<file path="config.mk">
export PLATFORM = sky130hd
export DESIGN_NAME = rgb_to_yuv_converter
export DESIGN_NICKNAME = d
export VERILOG_FILES = /design/src/rtl/rgb_to_yuv_converter.sv
export SDC_FILE = /design/constraint.sdc
export NUM_CORES = 1
export LEC_CHECK = 0
export BUFFER_PORTS_ARGS = -buffer_cell sky130_fd_sc_hd__clkbuf_2
export CORE_MARGIN = 1.5
export CORE_UTILIZATION = 59
export DETAILED_ROUTE_END_ITERATION = 8
export GPL_ROUTABILITY_DRIVEN = 0
export HOLD_SLACK_MARGIN = 0.02
export PLACE_DENSITY = 0.76
export SLEW_MARGIN = 15
export SYNTH_ARGS = -nofsm -noshare
export SYNTH_HDL_FRONTEND = slang
export SYNTH_SLANG_ARGS = --single-unit
</file>
<file path="constraint.sdc">
create_clock -name CLOCK_50_I -period 17.15 [get_ports CLOCK_50_I]
set_clock_uncertainty 0.1 [all_clocks]
set_input_delay 2.5725 -clock CLOCK_50_I [delete_from_list [all_inputs] [get_ports CLOCK_50_I]]
set_output_delay 2.5725 -clock CLOCK_50_I [all_outputs]
set_load 0.02 [all_outputs]
</file>
<file path="src/rtl/rgb_to_yuv_converter.sv">
// rtl/rgb_to_yuv_converter.sv - RGB888 to YUV converter, three time-shared Q16 multipliers
//
// Purpose: converts one unsigned 8-bit RGB pixel into clipped 8-bit Y/U/V.
// Each of the three multipliers (Y, U, V) is reused over R, G and B,
// so a pixel takes three cycles; back-to-back pixels stream at one per 3 cycles.
//
// Optional feature macro: RGB2YUV_DOWNSAMPLE_EN
//   undefined -> 4:4:4 output, UV_valid mirrors Y_valid
//   defined   -> 4:2:2 output, U/V averaged over each even/odd pixel pair
//
// Ports:
//   CLOCK_50_I       50 MHz clock, rising-edge active
//   resetn           asynchronous active-low reset
//   pixel_valid_in   upstream presents R_in/G_in/B_in
//   R_in/G_in/B_in   unsigned 8-bit components
//   pixel_ready_out  pixel accepted on this edge when also valid
//   Y_out/U_out/V_out registered clipped results, held between pulses
//   Y_valid          one-cycle pulse for a new Y_out
//   UV_valid         one-cycle pulse for new U_out/V_out
`timescale 1ns/1ps

module rgb_to_yuv_converter (
  input  logic       CLOCK_50_I,
  input  logic       resetn,
  input  logic       pixel_valid_in,
  input  logic [7:0] R_in,
  input  logic [7:0] G_in,
  input  logic [7:0] B_in,
  output logic       pixel_ready_out,
  output logic [7:0] Y_out,
  output logic [7:0] U_out,
  output logic [7:0] V_out,
  output logic       Y_valid,
  output logic       UV_valid
);

  typedef enum logic [1:0] {S_IDLE, S_MR, S_MG, S_MB} state_t;

  localparam logic signed [31:0] CY_R =  32'sd16843;
  localparam logic signed [31:0] CY_G =  32'sd33030;
  localparam logic signed [31:0] CY_B =  32'sd6423;
  localparam logic signed [31:0] CU_R = -32'sd9699;
  localparam logic signed [31:0] CU_G = -32'sd19071;
  localparam logic signed [31:0] CU_B =  32'sd28770;
  localparam logic signed [31:0] CV_R =  32'sd28770;
  localparam logic signed [31:0] CV_G = -32'sd24117;
  localparam logic signed [31:0] CV_B = -32'sd4653;

  // Offset plus rounding constant, folded into the first (R) product.
  localparam logic signed [31:0] OFF_Y  = 32'sd1081344;  // (16<<16)  + 32768
  localparam logic signed [31:0] OFF_UV = 32'sd8421376;  // (128<<16) + 32768

  state_t state, next_state;

  logic              accept;
  logic [7:0]        r_reg, g_reg, b_reg;
  logic [7:0]        mul_op;
  logic signed [31:0] acc_y, acc_u, acc_v;
  logic signed [31:0] coef_y, coef_u, coef_v;
  logic signed [31:0] mul_y, mul_u, mul_v;
  logic signed [31:0] sum_y, sum_u, sum_v;
  logic [7:0]        clip_y, clip_u, clip_v;

`ifdef RGB2YUV_DOWNSAMPLE_EN
  logic              uv_odd;
  logic [7:0]        u_even, v_even;
  logic [8:0]        u_avg, v_avg;
`endif

  // Integer part of a Q16 accumulator, saturated to 0..255.
  function automatic logic [7:0] clip8(input logic signed [31:0] a);
    logic signed [15:0] ipart;
    ipart = a[31:16];
    if (ipart > 16'sd255)
      clip8 = 8'hFF;
    else if (ipart < 16'sd0)
      clip8 = 8'h00;
    else
      clip8 = a[23:16];
  endfunction

  // State register
  always_ff @(posedge CLOCK_50_I or negedge resetn) begin
    if (!resetn)
      state <= S_IDLE;
    else
      state <= next_state;
  end

  // Next-state logic
  always_comb begin
    next_state = state;
    case (state)
      S_IDLE:  next_state = accept ? S_MR : S_IDLE;
      S_MR:    next_state = S_MG;
      S_MG:    next_state = S_MB;
      S_MB:    next_state = accept ? S_MR : S_IDLE;
      default: next_state = S_IDLE;
    endcase
  end

  // Output logic: ready in IDLE and in the last multiply cycle, which
  // lets the next pixel start without a bubble.
  always_comb begin
    pixel_ready_out = (state == S_IDLE) || (state == S_MB);
  end

  assign accept = pixel_valid_in & pixel_ready_out;

  // Multiplier operand / coefficient select for the current phase.
  always_comb begin
    mul_op = b_reg;
    coef_y = CY_B;
    coef_u = CU_B;
    coef_v = CV_B;
    case (state)
      S_MR: begin
        mul_op = r_reg;
        coef_y = CY_R;
        coef_u = CU_R;
        coef_v = CV_R;
      end
      S_MG: begin
        mul_op = g_reg;
        coef_y = CY_G;
        coef_u = CU_G;
        coef_v = CV_G;
      end
      default: ;
    endcase
  end

  assign mul_y = coef_y * $signed({24'd0, mul_op});
  assign mul_u = coef_u * $signed({24'd0, mul_op});
  assign mul_v = coef_v * $signed({24'd0, mul_op});

  assign sum_y = acc_y + mul_y;
  assign sum_u = acc_u + mul_u;
  assign sum_v = acc_v + mul_v;

  assign clip_y = clip8(sum_y);
  assign clip_u = clip8(sum_u);
  assign clip_v = clip8(sum_v);

`ifdef RGB2YUV_DOWNSAMPLE_EN
  assign u_avg = {1'b0, u_even} + {1'b0, clip_u} + 9'd1;
  assign v_avg = {1'b0, v_even} + {1'b0, clip_v} + 9'd1;
`endif

  // Datapath: capture, accumulate, register results.
  always_ff @(posedge CLOCK_50_I or negedge resetn) begin
    if (!resetn) begin
      r_reg    <= 8'd0;
      g_reg    <= 8'd0;
      b_reg    <= 8'd0;
      acc_y    <= 32'sd0;
      acc_u    <= 32'sd0;
      acc_v    <= 32'sd0;
      Y_out    <= 8'd0;
      U_out    <= 8'd0;
      V_out    <= 8'd0;
      Y_valid  <= 1'b0;
      UV_valid <= 1'b0;
`ifdef RGB2YUV_DOWNSAMPLE_EN
      uv_odd   <= 1'b0;
      u_even   <= 8'd0;
      v_even   <= 8'd0;
`endif
    end else begin
      Y_valid  <= 1'b0;
      UV_valid <= 1'b0;

      // In S_MB the old b_reg still feeds the multiplier on this edge,
      // so overwriting the captured pixel here is safe.
      if (accept) begin
        r_reg <= R_in;
        g_reg <= G_in;
        b_reg <= B_in;
      end

      case (state)
        S_MR: begin
          acc_y <= mul_y + OFF_Y;
          acc_u <= mul_u + OFF_UV;
          acc_v <= mul_v + OFF_UV;
        end
        S_MG: begin
          acc_y <= sum_y;
          acc_u <= sum_u;
          acc_v <= sum_v;
        end
        S_MB: begin
          acc_y   <= sum_y;
          acc_u   <= sum_u;
          acc_v   <= sum_v;
          Y_out   <= clip_y;
          Y_valid <= 1'b1;
`ifdef RGB2YUV_DOWNSAMPLE_EN
          uv_odd <= ~uv_odd;
          if (!uv_odd) begin
            u_even <= clip_u;
            v_even <= clip_v;
          end else begin
            U_out    <= u_avg[8:1];
            V_out    <= v_avg[8:1];
            UV_valid <= 1'b1;
          end
`else
          U_out    <= clip_u;
          V_out    <= clip_v;
          UV_valid <= 1'b1;
`endif
        end
        default: ;
      endcase
    end
  end

endmodule

</file>
======== After elaboration in Yosys (flattened, before gate mapping) ========
Index checks and enable logic that the tools add are counted.
storage, ports and cells
  bits in registers ....................... 147
  bits of input ports ..................... 27
  output and inout port bits .............. 27
  word-level logic and storage cells ...... 51
cells by class
  $add $sub $neg .......................... 6
  multiply operators ...................... 3
  order comparisons ....................... 6
  eq/ne operators ......................... 3
  muxes and demuxes ....................... 16
  bitwise gates (word level) .............. 1
  reduce and logical (&&, ||, !) cells .... 5
operators with widths
  kind                      number
  $pmux W32 S2              5
  $add A32 B32 Y32          3
  $mul A32 B9 Y32           3
  $add A32 B25 Y32 const B  2
  $gt A16 B9 Y1 const B     3
  $lt A16 B1 Y1 const B     3
  $mux W8                   6
  $add A32 B22 Y32 const B  1
  $pmux W16 S2              1
  $pmux W8 S2               1
  $pmux W2 S3               1
  $eq A2 B2 Y1 const B      2
  $reduce_or A2 Y1          2
  $eq A2 B1 Y1 const B      1
  $logic_not A2 Y1          1
  $mux W1                   2
  $reduce_bool A2 Y1        1
  $and A1 B1 Y1             1
  $logic_or A1 B1 Y1        1

======== Depth between registers and ports, before layout ========
Gate-level depths: netlist of the first run.
  depth in word-level cells ............... 7
  depth in mapped cells ................... 38
  gate-level depth less buffers ........... 36

======== Worst setup path after synthesis of the first run ========
OpenSTA, ideal clock, no wires.
  kind .................................... flip-flop to flip-flop
  from .................................... register state[0]
  to ...................................... register U_out[6]
  setup time .............................. 124 ps
  data arrival time ....................... 8482 ps
  data required time ...................... 16926 ps
  setup slack ............................. 8444 ps
  cell stages (with the launch flop) ...... 34
  path buffers ............................ 2
  clock period less this slack ............ 8706 ps
  cell sequence ........................... dfrtp_1 > inv_1 > ha_1 > clkbuf_1 > nand2_1 > nand2_1 > inv_1 > nor2b_1 > inv_1 > fa_1 > inv_1 > fa_1 > fa_1 > inv_1 > fa_1 > inv_1 > ha_1 > a211o_1 > a211oi_2 > a21oi_1 > or2_1 > o311a_1 > ha_1 > clkbuf_1 > a211oi_1 > o21bai_1 > o21a_1 > o21ai_0 > o211ai_1 > xnor2_1 > a2111oi_0 > nand3_1 > nor3_1 > o2bb2ai_1
between the ends
  word-level cells in the longest chain between the ends .. 7
  elaborated cells between the ends (all ways) .. 11
  classes of those cells .................. add/sub: 1; mul: 1; order compare: 2; eq/ne: 3; mux: 4
ends and longest elaborated chain
  element                                       RTL line  source
  start: declaration                            53        state_t state, next_state;
  start signal: assignment                      87        state <= next_state;
  $eq A2 B2 Y1 or $eq A2 B1 Y1 (tied branches)  116       case (state)
  $pmux W32 S2 or $pmux W8 S2 (tied branches)   116
  $mul A32 B9 Y32                               134       assign mul_u = coef_u * $signed({24'd0, mul_op});
  $add A32 B32 Y32                              138       assign sum_u = acc_u + mul_u;
  $lt A16 B1 Y1                                 76        else if (ipart < 16'sd0)
  $mux W8                                       76
  $mux W8                                       74        if (ipart > 16'sd255)
  end signal: assignment                        209       U_out <= clip_u;
  end: declaration                              31        output logic [7:0] U_out,
Several ways; a longest one is shown, not always the timed one.
A chain may end at the register's enable or synchronous reset.

======== Final worst setup path of the first run ========
  from .................................... register state[1]
  to ...................................... register U_out[0]
Same word-level chain as after synthesis.

==> key figures, run 1 <==
Clock tree
  • Clock Latency Late Sink: 510 ps
  • Setup Buffers After CTS: 0
  • Clock sink count: 147
  • Post-CTS Hold Fix Bufs: 0
  • Root Driver: clkbuf_16
  • Clock Path Buffers: 2
  • CTS tree: built
  • Clock transition at path regs: roughly 70 ps
  • Post-CTS sizing: 0
  • H-tree Lvls: 4
  • Cts bufs inserted: 17

Synthesis
  • Library cells used by synthesis: 96
  • Flip-flop and latch count after synthesis: 147
  • Seq/Total Area, Yosys: 15.6%
  • Simple-gate portion of the synthesized area: 13.5%
  • Main flop type after synthesis: dfrtp_1
  • Synth Area in XOR/XNOR: 5.62%
  • Mapped Area: 23500 um^2
  • Adder-cell share of the synthesized area: 34.7%
  • Post-Syn Area per Cell: around 8.5 um^2
  • Top cell type's share of synthesized area: between 20% and 30%
  • Post-synth EDFFs: 0
  • Post-synthesis mux area share: 2.16%
  • Area contributors post-synth: fa_1 (20%), dfrtp_1 (16%), ha_1 (15%), inv_1 (7.8%), a21oi_1 (3.8%)
  • Largest area contributor in the netlist: fa_1
  • Largest family of logic cells by synthesized area: adder cells
  • Post-Syn Instances: about 2800
  • Synth Warn #: 0
  • FFs w/ async S/R, synth: 100%
  • Compound-Gate Fraction of Synth Area: 19.1%

Drt
  • Routed WL per cell: about 19 um
  • Starting DRC count in detailed routing: ~1800
  • TritonRoute pass-1 iters: 9
  • Vias: 20260
  • Post-Route WL: 62900 um
  • Routed Antenna Nets: 0
  • Number of vias per cell: 6.15
  • Number of remaining DRC errors: 0

Floorplanning
  • Die height: 203 um
  • Initial core utilization: 60.4%
  • Core area: 39000 um^2
  • Cell Rows: 72
  • IO Pins: 54
  • Die width: 203 um
  • Die ar.: 41100 um^2

Timing
  • Final setup TNS: 0 ps
  • FMAX: around 96 MHz
  • Slew HR: 34.8%
  • Min Tclk post-route: between 10000 and 15000 ps
  • Setup-failing EPs final: 0
  • Measured slew at the worst slew-check pin: 975 ps
  • Final Max Tran Viols: 0
  • Unrepaired setup endpoints after global routing: no
  • Hold Violations, Final: 0
  • WHS: 389 ps
  • Final Cycle Share: 60.7%

Cells and area
  • Nets@finish: 3302
  • N_diodes: 0
  • Area Overhead vs Synth: 5.30%
  • Final instance area: 24800 um^2
  • Layout cells sized above 1: 6.23%
  • Top Registers: acc_u x32, acc_v x32, acc_y x32
  • Commonest non-fill, non-tap cell in the layout: inv_1
  • Commonest non-fill, non-tap cells in the layout: inv_1 (491), ha_1 (275), fa_1 (236), nand2_1 (230), a21oi_1 (180)

Place
  • I/O Buffers: 53
  • Placed instance area: ~24000 um^2
  • Hpwl dp: approximately 51000 um

Global routing
  • First-pass GRT wire length: 104000 um
  • Largest net degree at the start of global routing: 91
  • Vias in the first global route: 20231
  • Total global-route track usage: approximately a third
  • GRT overflow: 0
  • Antenna violations before repair: 0

Critical path
  • Reg2reg setup slack: between 6000 and 7000 ps
  • Kind of critical path: flop to flop
  • Crit path capture type: flop
  • R2R depth: 32
  • Critical path peak fanout: 20
  • Origin of the critical flop-to-flop path: state[1]
  • CP max stage delay: 700 ps
  • Critical Path Most Common Cell: inv_1
  • FF-to-FF End: U_out[0]
  • Worst Setup Start Kind: flop
  • WP data required: between 15000 and 20000 ps
  • CP max stage cell: ha_1
  • Data arrival time of the critical path: approximately 11000 ps

Run status
  • Status: finished, final reports clean

Min path
  • Class of the worst hold path: flop to flop
  • WHS Path Cells: 1
  • Hold endpoint: U_out[2]
  • Hold Crit Start: U_out[2]

Job
  • Max_cap viols: 0
worst max-delay path, delay by kind of cell, from the launching register on:
kind | cells | cell delay [ps]
XOR/XNOR | 1 | 110
AND/OR/NAND/NOR | 6 | 1980
flip-flops | 1 | 420
AO/OA/AOI/OAI | 12 | 3240
adder cells (fa/ha/maj) | 7 | 3590
buffers and inverters | 6 | 820
per-stage QoR:
stage	std cells	setup WS, ps	util (%)
floorplan	2764	8440	-
CTS	3294	6970	63.5
global route	3294	6120	63.6
global placement	3262	7570	62.1
detailed placement	3262	7000	62.1
finish	3294	6740	63.6
final cells by class:
| type | count | area [um^2] |
|---|---|---|
| well taps | 518 | 648 |
| fillers | 3282 | 14200 |
| clock inverters | 14 | 123 |
| multi-input cells | 2042 | 17700 |
| flip-flops and latches | 147 | 3680 |
| clock buffers | 18 | 429 |
| inverters | 493 | 1850 |
| repair buffers | 62 | 339 |
metal layers:
layer	vias up	global-route usage, %	routed length [um]
li1	9357	-	-
met3	155	9.63	6840
met5	-	0	0
met1	9834	42.7	26400
met4	0	12.1	2090
met2	914	49.0	27600
synth_stat cells, drive strengths merged, types with 28 or more instances:
library cell,n
inv,492
ha,276
fa,236
nand2,230
a21oi,183
nor2,151
dfrtp,147
o21ai,123
xnor2,92
clkbuf,66
a21o,62
nand3,54
nor3,53
xor2,52
mux2,38
o21a,37
a211oi,36
o211ai,31
nor2b,28
how the worst max path moves through the flow:
stage / start / to / slack [ps] / depth (start not counted)
2_1_floorplan: state[0] / U_out[6] / 8440 / 33
3_3_place_gp: state[1] / U_out[6] / 7570 / 32
3_5_place_dp: state[1] / U_out[7] / 7000 / 32
4_1_cts: state[1] / U_out[0] / 6970 / 32
5_1_grt: state[1] / U_out[0] / 6120 / 32
6_report: state[1] / U_out[0] / 6740 / 32
cells by family after synthesis:
logic type / Yosys count
adders and majority gates: 512
and+or+nand+nor: 667
buffers and inverters: 575
muxes: 46
AOI/OAI and AO/OA: 668
other: 2
DFF: 147
xor gates and xnor gates: 146
Power of run 1 is left out: the tool's default activity adds up to more than one toggle a clock period on the data nets, which glitch-free logic cannot reach.
==> run 2, diff against run 1 <==
--- a/config.mk
+++ b/config.mk
@@ -11,7 +11,7 @@
 export DETAILED_ROUTE_END_ITERATION = 8
 export GPL_ROUTABILITY_DRIVEN = 0
 export HOLD_SLACK_MARGIN = 0.02
-export PLACE_DENSITY = 0.76
+export PLACE_DENSITY = 0.79
 export SLEW_MARGIN = 15
 export SYNTH_ARGS = -nofsm -noshare
 export SYNTH_HDL_FRONTEND = slang
==> constraint.sdc (replaced) <==
create_clock -name CLOCK_50_I -period 9.5 [get_ports CLOCK_50_I]
set_clock_uncertainty 0.1 [all_clocks]
set_input_delay 1.425 -clock CLOCK_50_I [delete_from_list [all_inputs] [get_ports CLOCK_50_I]]
set_output_delay 1.425 -clock CLOCK_50_I [all_outputs]
set_load 0.02 [all_outputs]
==> run 2 against run 1 <==
Via count is 1.6% higher. Critical path type unchanged. Critical path depth stayed put. Sequential share of layout area fell by 0.22 points. Setup slack worse by 6400 ps. Non-clock buffer count rose by 22. Die area is the same. Wire length increased by 4.1%. Fmax is 14% higher.
==> key figures, run 2 (synthesized netlist as in run 1, its figures left out) <==
Drt
  • Vias: 20581
  • Number of remaining DRC errors: 0
  • DR top layer: met5
  • DRT met1 WL: 26500 um
  • Routed wl met2: roughly 30000 um
  • Starting DRC count in detailed routing: 2003
  • TritonRoute pass-1 iters: 9
  • Routed WL per cell: between 15 and 20 um
  • Post-Route WL: 65500 um
  • Routed Antenna Nets: 0
  • Met3 routed WL: 6920 um
  • Number of vias per cell: 6.21

Clock tree
  • Post-CTS Hold Fix Bufs: 0
  • Root Driver: clkbuf_16
  • Cts bufs inserted: 17
  • Clock sink count: approximately 150
  • Clock transition at path regs: 80 ps
  • H-tree Lvls: 4
  • Clock Latency Late Sink: 510 ps
  • Clock Path Buffers: 2
  • CTS tree: built

Global routing
  • GRT overflow: 0
  • Antenna violations before repair: 1
  • Total global-route track usage: roughly 33%
  • Largest net degree at the start of global routing: 87
  • First-pass GRT wire length: roughly 110000 um
  • Vias in the first global route: 20483

Cells and area
  • Area of the multi-input gates: 17900 um^2
  • Top Registers: acc_u x32, acc_v x32, acc_y x32
  • Area Overhead vs Synth: 6.91%
  • Commonest non-fill, non-tap cells in the layout: inv_1 (489), ha_1 (272), fa_1 (235), nand2_1 (225), a21oi_1 (179)
  • Fillers: 3149
  • N_diodes: 0
  • Commonest non-fill, non-tap cell in the layout: inv_1
  • Register area: 3680 um^2
  • Layout cells sized above 1: under 10%
  • Final instance area: 25200 um^2
  • Nets@finish: 3324

Floorplanning
  • Initial core utilization: 60.4%
  • Cell Rows: 72
  • Die height: 203 um
  • Die ar.: 41100 um^2
  • Core area: between 30000 and 40000 um^2
  • Die width: 203 um
  • IO Pins: 54

Timing
  • FMAX: ~110 MHz
  • Slew HR: 31.7%
  • Final Cycle Share: 96.0%
  • Final Max Tran Viols: 0
  • Measured slew at the worst slew-check pin: 1020 ps
  • Min Tclk post-route: 9120 ps
  • Hold Violations, Final: 0
  • Setup-failing EPs final: 0

Critical path
  • Worst Setup Start Kind: flop
  • CP max stage delay: 530 ps
  • Critical Path Most Common Cell: inv_1
  • Data arrival time of the critical path: 9390 ps
  • WP data required: 9770 ps
  • Crit path capture type: flop
  • Kind of critical path: flop to flop
  • CP max stage cell: fa_1
  • Critical path peak fanout: 16

Job
  • Max_cap viols: 0

Min path
  • Class of the worst hold path: flop to flop

Place
  • Hpwl dp: 52300 um
  • Placed instance area: 24400 um^2
  • I/O Buffers: 53

Run status
  • Status: finished, final reports clean
[run 2: metal layers]
layer	vias to the layer above	global-route usage (%)
li1	9382	-
met1	9958	42.1
met2	1013	51.4
met3	226	10.2
met4	2	13.9
met5	-	0
[run 2: path summary, 6_finish.rpt]
check / startpoint / endpoint / slack [ps] / cells past startpoint
worst max-delay path: state[1] / V_out[0] / 380 / 32
worst min-delay path: acc_u[5] / acc_u[5] / 390 / 1
worst max register to register: state[1] / V_out[0] / 380 / 32
worst min register to register: acc_u[5] / acc_u[5] / 390 / 1
max in group asynchronous: resetn / acc_y[1] / 7030 / 2
min in group asynchronous: resetn / acc_y[0] / 880 / 1
[run 2: timing repair]
item,in CTS,in global routing
setup buffers,0,6
setup endpoints to repair,8,32
pin swaps,0,4
resized for setup,1,34
[run 2: worst max-delay path, delay by kind of cell (launching register included)]
family	cells	cell delay, ps
AO/OA/AOI/OAI	8	1980
XOR/XNOR	1	280
adder cells (fa/ha/maj)	7	3070
buffers and inverters	8	930
flip-flops	1	420
AND/OR/NAND/NOR	8	2210
[run 2: metrics by stage]
stage                     TNS, ps  hold slack, ps  util (%)  cells  setup WS (ps)
after floorplan                 0             348         -   2764            794
after global placement          0             361      62.4   3278            205
after detailed placement        0             376      62.4   3278           13.1
after CTS                       0             396      64.0   3310           75.7
after global routing         -207             407      64.5   3316          -54.4
final                           0             392      64.5   3316            381
[run 2: area by class of cell]
cell class | instances | share of cell area [%]
timing repair buffer | 84 | 2.00
sequential | 147 | 14.6
tap | 518 | 2.57
inverter | 493 | 7.37
clock buffer | 17 | 1.69
multi-input combinational | 2042 | 71.0
clock inverter | 15 | 0.746
Power of run 2 is left out for the same reason.
